## src/rtl/ldl_fifo_rd_arb.sv

```systemverilog
// Round-robin read arbiter over N registered FIFOs feeding a 2-entry output buffer.
// Define LDL_FIFO_RD_ARB_STRICT0_EN to give FIFO 0 strict priority over the rotation.
module ldl_fifo_rd_arb #(
  parameter int N  = 4,
  parameter int DW = 8,
  parameter int QW = (N > 1) ? $clog2(N) : 1
) (
  input  logic            clk,
  input  logic            rst,
  input  logic [N-1:0]    q_empty,
  output logic [N-1:0]    q_re,
  input  logic [N*DW-1:0] q_rdata,
  input  logic [N-1:0]    q_mask,
  input  logic            pause,
  output logic            out_valid,
  input  logic            out_ready,
  output logic [DW-1:0]   out_data,
  output logic [QW-1:0]   out_qid
);

  localparam int unsigned NU = N;

  logic [QW-1:0] rr_ptr_q, rr_ptr_d;
  logic          infl_q, infl_d;
  logic [QW-1:0] infl_id_q, infl_id_d;
  logic [1:0]    cnt_q, cnt_d;
  logic [DW-1:0] b0_data_q, b0_data_d, b1_data_q, b1_data_d;
  logic [QW-1:0] b0_qid_q, b0_qid_d, b1_qid_q, b1_qid_d;

  logic [N-1:0]  cand, rr_cand;
  logic [QW-1:0] grant_id;
  logic          found, issue, credit_ok, pop, push;
  logic [DW-1:0] rd_word;
  logic [1:0]    cnt_tmp;
`ifdef LDL_FIFO_RD_ARB_STRICT0_EN
  logic          strict_hit;
`endif

  assign cand      = q_mask & ~q_empty;
  // In-flight read reserves a buffer slot so the buffer cannot overflow.
  assign credit_ok = ({1'b0, cnt_q} + {2'b00, infl_q}) < 3'd2;

  always_comb begin
    int unsigned idx;
    found    = 1'b0;
    grant_id = '0;
    rr_cand  = cand;
`ifdef LDL_FIFO_RD_ARB_STRICT0_EN
    strict_hit = 1'b0;
    rr_cand[0] = 1'b0;
`endif
    for (int unsigned k = 0; k < NU; k++) begin
      idx = (int'(rr_ptr_q) + k) % NU;
      if (!found && rr_cand[idx]) begin
        found    = 1'b1;
        grant_id = QW'(idx);
      end
    end
`ifdef LDL_FIFO_RD_ARB_STRICT0_EN
    if (cand[0]) begin
      found      = 1'b1;
      grant_id   = '0;
      strict_hit = 1'b1;
    end
`endif
  end

  assign issue = rst & found & ~pause & credit_ok;
  assign q_re  = issue ? ({{(N-1){1'b0}}, 1'b1} << grant_id) : '0;

  always_comb begin
    rr_ptr_d = rr_ptr_q;
`ifdef LDL_FIFO_RD_ARB_STRICT0_EN
    if (issue && !strict_hit)
`else
    if (issue)
`endif
      rr_ptr_d = (grant_id == QW'(N - 1)) ? '0 : grant_id + 1'b1;
  end

  // The in-flight word is presented directly from q_rdata while the buffer is empty.
  assign rd_word   = q_rdata[int'(infl_id_q)*DW +: DW];
  assign out_valid = (cnt_q != 2'd0) | infl_q;
  assign out_data  = (cnt_q != 2'd0) ? b0_data_q : (infl_q ? rd_word : '0);
  assign out_qid   = (cnt_q != 2'd0) ? b0_qid_q  : (infl_q ? infl_id_q : '0);
  assign pop       = out_valid & out_ready;
  assign push      = infl_q & ~(pop & (cnt_q == 2'd0));

  always_comb begin
    b0_data_d = b0_data_q;
    b0_qid_d  = b0_qid_q;
    b1_data_d = b1_data_q;
    b1_qid_d  = b1_qid_q;
    cnt_tmp   = cnt_q;
    if (pop && cnt_q != 2'd0) begin
      b0_data_d = b1_data_q;
      b0_qid_d  = b1_qid_q;
      cnt_tmp   = cnt_q - 2'd1;
    end
    if (push) begin
      if (cnt_tmp == 2'd0) begin
        b0_data_d = rd_word;
        b0_qid_d  = infl_id_q;
      end else begin
        b1_data_d = rd_word;
        b1_qid_d  = infl_id_q;
      end
      cnt_tmp = cnt_tmp + 2'd1;
    end
    cnt_d     = cnt_tmp;
    infl_d    = issue;
    infl_id_d = issue ? grant_id : infl_id_q;
  end

  always_ff @(posedge clk or negedge rst) begin
    if (!rst) begin
      rr_ptr_q  <= '0;
      infl_q    <= 1'b0;
      infl_id_q <= '0;
      cnt_q     <= '0;
      b0_data_q <= '0;
      b0_qid_q  <= '0;
      b1_data_q <= '0;
      b1_qid_q  <= '0;
    end else begin
      rr_ptr_q  <= rr_ptr_d;
      infl_q    <= infl_d;
      infl_id_q <= infl_id_d;
      cnt_q     <= cnt_d;
      b0_data_q <= b0_data_d;
      b0_qid_q  <= b0_qid_d;
      b1_data_q <= b1_data_d;
      b1_qid_q  <= b1_qid_d;
    end
  end

endmodule

```

## config.mk

```make
export PLATFORM = sky130hd
export DESIGN_NAME = ldl_fifo_rd_arb
export DESIGN_NICKNAME = d
export VERILOG_FILES = /design/src/rtl/ldl_fifo_rd_arb.sv
export SDC_FILE = /design/constraint.sdc
export NUM_CORES = 1
export LEC_CHECK = 0
export ABC_AREA = 1
export CAP_MARGIN = 20
export CORE_ASPECT_RATIO = 0.5
export CORE_MARGIN = 2
export CORE_UTILIZATION = 60
export DETAILED_ROUTE_END_ITERATION = 10
export DONT_BUFFER_PORTS = 1
export GPL_ROUTABILITY_DRIVEN = 0
export HOLD_SLACK_MARGIN = 0.12
export PLACE_DENSITY = 0.76
export SKIP_CTS_REPAIR_TIMING = 1
export SYNTH_ARGS = -nofsm -noshare
export SYNTH_HDL_FRONTEND = slang
export SYNTH_SLANG_ARGS = --single-unit
```

## constraint.sdc

```tcl
create_clock -name clk -period 3.08 [get_ports clk]
set_input_delay 0.924 -clock clk [delete_from_list [all_inputs] [get_ports clk]]
set_output_delay 0.924 -clock clk [all_outputs]
set_load 0.005 [all_outputs]
```

After elaboration in Yosys (flattened, before gate mapping)
Cells that the tools add are included.
{"block": "totals", "reg_bits": 27, "input_bits": 44, "output_inout_bits": 15, "elab_cells": 76}
{"block": "classes", "add_sub_neg": 7, "order_cmp": 5, "n_eq_ne": 1, "n_shift": 2, "mux": 30, "n_bitwise": 12, "reduce_logical": 11}
{"operator": "$mux 8", "n": 5}
{"operator": "$shiftx 32x6->8", "n": 1}
{"operator": "$mux 2", "n": 12}
{"operator": "$lt 2x3->1 const B", "n": 4}
{"operator": "$bmux 1 s2", "n": 4}
{"operator": "$mux 1", "n": 8}
{"operator": "$add 2x1->2 const B", "n": 3}
{"operator": "$and 1x1->1", "n": 6}
{"operator": "$add 2x2->2 const B", "n": 2}
{"operator": "$and 4x4->4", "n": 1}
{"operator": "$logic_and 1x1->1", "n": 4}
{"operator": "$logic_not 2->1", "n": 2}
{"operator": "$mux 4", "n": 1}
{"operator": "$not 4->4", "n": 1}
{"operator": "$shl 1x2->4 const A", "n": 1}
{"operator": "$add 2x1->3", "n": 1}
{"operator": "$logic_not 1->1", "n": 3}
{"operator": "$lt 3x2->1 const B", "n": 1}
{"operator": "$not 1->1", "n": 3}
{"operator": "$eq 2x2->1 const B", "n": 1}
{"operator": "$reduce_and 2->1", "n": 1}
{"operator": "$reduce_bool 2->1", "n": 1}
{"operator": "$sub 2x1->2 const B", "n": 1}
{"operator": "$or 1x1->1", "n": 1}

Longest topological paths before layout
{"block": "depth", "ltp_word": 18, "ltp_mapped": 15, "mapped_depth_nobuf": 14}

Least setup slack after synthesis
OpenSTA, ideal clock, no wires.
{"block": "synth_timing", "kind": "input-to-output", "startpoint": "input port q_empty[2]", "endpoint": "output port q_re[0]", "arrival_ns": 2.001, "required_time_ns": 2.156, "setup_slack_ns": 0.155, "stages": 13, "n_path_buf": 0, "cell_sequence": "inv_1 -> nand3_1 -> nand3_2 -> nand2_4 -> nand2_2 -> nand2_1 -> nand2_1 -> nand2_2 -> nor2_2 -> inv_2 -> ha_1 -> inv_1 -> nor2_1"}
{"block": "synth_via", "word_cells_on_any_way": 29, "cone_classes": "1 x shift; 17 x mux; 5 x bitwise; 6 x reduce/logical"}
{"item": "start, declared", "line": "10", "text": "input logic [N-1:0] q_empty,"}
{"item": "$not 4->4 *", "line": "39", "text": "assign cand = q_mask & ~q_empty;"}
{"item": "$and 4x4->4 *", "line": "39"}
{"item": "$bmux 1 s2", "line": "54", "text": "if (!found && rr_cand[idx]) begin"}
{"item": "$mux 1 (not written as such)", "line": "54"}
{"item": "$mux 1", "line": "54"}
{"item": "$logic_not 1->1", "line": "54"}
{"item": "$logic_and 1x1->1", "line": "54"}
{"item": "$mux 1", "line": "54"}
{"item": "$logic_not 1->1", "line": "54"}
{"item": "$logic_and 1x1->1", "line": "54"}
{"item": "$mux 1", "line": "54"}
{"item": "$logic_not 1->1", "line": "54"}
{"item": "$logic_and 1x1->1", "line": "54"}
{"item": "$mux 2 *", "line": "54"}
{"item": "named net grant_id[0]", "line": "31", "text": "logic [QW-1:0] grant_id;"}
{"item": "$shl 1x2->4 *", "line": "69", "text": "assign q_re = issue ? ({{(N-1){1'b0}}, 1'b1} << grant_id) : '0;"}
{"item": "$mux 4 *", "line": "69"}
{"item": "end, declared", "line": "11", "text": "output logic [N-1:0] q_re,"}
Mark *: on every way through the listed nets, which the timed path passes. The rest lies on a longest branch. The select of a mux whose other input is x is not followed.

Final worst setup path
{"block": "layout_timing", "startpoint": "input port q_empty[1]", "endpoint": "output port q_re[2]"}
The elaborated chain is that of the path after synthesis.

==> metrics <==
Final Hold Fails 0; antenna cell count 0; GR Overflow Total 0; post-synth cell types 33; Gate power share 64.2%; async set or reset register ratio after synthesis 100%; Post-Syn Area ~0.0020 mm2; Total Die Area 0.00376 mm2; crit-path cells inv_2, nand3_2, nand2_2, nand2_1, nand2_2, nand2_2, nand2_2, nand2_2, nand2_2, nor2_4, inv_2, ha_2, inv_2, nor2_2; simple-gate share of the synthesized area 30.7%; post-route ant nets 0; top-count cell post-synth nand2_1; Critical Path Fanout Max 3; global-route usage over all layers 22.3%; area of placed instances 0.00196 mm2; Routed WL 4240 um; Worst-Skew Late Latency 0.27 ns; Num CTS Buffers 3; Synth Area in XOR/XNOR 0.896%; Post-route DRC 0; fin crit share 97.9%; arrival time of the worst setup path 2.09 ns; max_cap viols 0; Final Max Tran Viols 0; Cells after Synth 265; Syn-to-layout area delta 8.90%; multiplexer area fraction after synthesis 0%; final non-filler cell area 0.00213 mm2; initial DRC count 80; yosys warns 0; largest net degree at the start of global routing 29; Final #Nets between 300 and 400; vias per std cell 5.82; sequential share of power 27.1%; clock net sink count 27; clk buf depth 2; Buffers on Ports 0; Period minus WS final roughly 3 ns; final worst slack 0.0659 ns; core box area between 0.003 and 0.004 mm2; syn nets around 320; status complete, no violations; Clock Root Buffer clkbuf_8; Crit Path Category input pin to output port; clk slew on worst S/H paths about 0.09 ns; Die X around 85 um; leakage power 0.000995 uW; number of synthesized flops with an enable pin 0; largest family of logic cells by synthesized area simple AND/OR/NAND/NOR gates; CP Launch Type input pin; Peak Freq 332 MHz; Synth Area in Adders 3.84%; internal power 1160 uW; CP most frequent cell nand2_2; Synth area leaders dfrtp_1, nand2_1, o21ai_0; die extent in y 44.4 um; post-synth top area share between 30% and 40%; slowest CP cell ha_2; Post-Syn Area per Cell 7.37 um2; fillers 261; wire length per cell 14.0 um; first drt pass iteration count 4; num rows 14; worst stage delay on the critical path 0.17 ns; Final Power 2280 uW; Final Util 69.8%; VDD IR max approximately 0.61 mV; global-route wire length before repair 6630 um; Yosys top cell by area dfrtp_1; DR vias 1763; sw power 1120 uW; worst hold slack 0.332 ns; clock power share 8.7%; post-synthesis compound-gate area fraction roughly a fifth; hpwl dp 2940 um; Final Skew 0.00452 ns; critical path endpoint category output port; share of cells above drive strength 1 24.0%; Pwr Density 1070 mW/mm2; ys flop type dfrtp_1; vias in the first global route 1516; Hold Crit Class input pin to async pin; initial antenna violation count 0; Setup-failing EPs final 0; Initial Utilization 64.1%; Place WS 0.0236 ns; CTS tree built; Top Ports 59; post-synthesis sequential area ratio 34.6%; #FFs+latches synth 27; worst rel slew slack 59.7%; synth cell count leaders nand2_1, dfrtp_1, inv_1; Switching Share a little under 50%; htree depth 1; Worst EP required 2.16 ns; worst slew pin tran 0.603 ns
## state kept, by name, indices dropped and copies added, names as in the netlist
| register | cells |
|---|---|
| b0_qid_q | 2 |
| b1_data_q | 8 |
| b0_data_q | 8 |
| infl_q | 1 |
| infl_id_q | 2 |
| rr_ptr_q | 2 |
| b1_qid_q | 2 |
| cnt_q | 2 |
## cell type report
type                       count  area (um2)  share of cell area [%]
clock buffer                   4        45.0                    2.12
inverter                      32         131                    6.17
multi-input combinational    193        1170                    55.1
sequential                    27         677                    31.8
tap                           40        50.0                    2.35
timing repair buffer           7        52.6                    2.47
## critical path: cells and delay by family
family / cells / cell delay (ns)
fa+ha+maj: 1 / 0.17
buf+inv: 3 / 0.14
simple gates: 10 / 0.84
## power by group through the flow
stage	clock network (uW)	logic, uW	registers (uW)
finish	198	1460	619
global route	216	1630	637
CTS	200	1320	620
detailed placement	0	1310	627
global placement	0	1270	621
floorplan	0	1140	586
## final timing paths
kind | from | end | slack [ns] | cells after the start
setup / recovery | q_empty[1] | q_re[2] | 0.07 | 14
hold / removal | rst | b0_data_q[6] | 0.33 | 0
min in group clk | b1_data_q[4] | b1_data_q[4] | 0.49 | 2
setup reg to reg | cnt_q[0] | b0_data_q[6] | 0.54 | 9
max in group asynchronous | rst | rr_ptr_q[0] | 2.66 | 0
hold reg to reg | b1_data_q[4] | b1_data_q[4] | 0.49 | 2
## cell usage in the layout (no fill, tap or decap)
master and instances:
nand2_1 73, dfrtp_1 26, o21ai_0 21, inv_1 20, nand2_2 13, a21oi_1 12, nand3_2 11, o22ai_1 9
o211ai_1 9, inv_2 8, a32o_1 8, buf_4 7, nand3_1 6, nor2_1 4, nand3_4 3, nand2_4 3
nor2_2 3, ha_1 3, ha_2 3, clkbuf_8 3, nand4_1 2, nor2_4 2, o21ai_1 2, inv_6 1
clkinvlp_4 1, clkinv_1 1, nor2_8 1, and3_2 1, inv_4 1, xor2_1 1, a21oi_2 1, xnor2_1 1
a31oi_1 1, clkbuf_1 1, dfrtp_2 1
## metal layers
metal / up-vias / global-route usage (%) / routed length, um
met5: - / 0 / 0
met4: 0 / 4.13 / 39
met3: 7 / 5.41 / 281
met2: 57 / 39.7 / 2030
met1: 811 / 28.9 / 1890
li1: 888 / - / -
## cells by family (layout without fill, tap and decap cells)
logic type      count (synthesis)  count (layout)
flops                          27              27
buf+inv                        45              43
simple gates                  122             122
compound gates                 63              63
xor+xnor                        2               2
fa+ha+maj                       6               6
## metrics by stage
step	setup TNS, ns	cells
after CTS	0	298
final	0	303
after global routing	-0.0953	303
after global placement	0	294
after detailed placement	0	294
after floorplan	0	265
(Power assumes the default switching activity.)
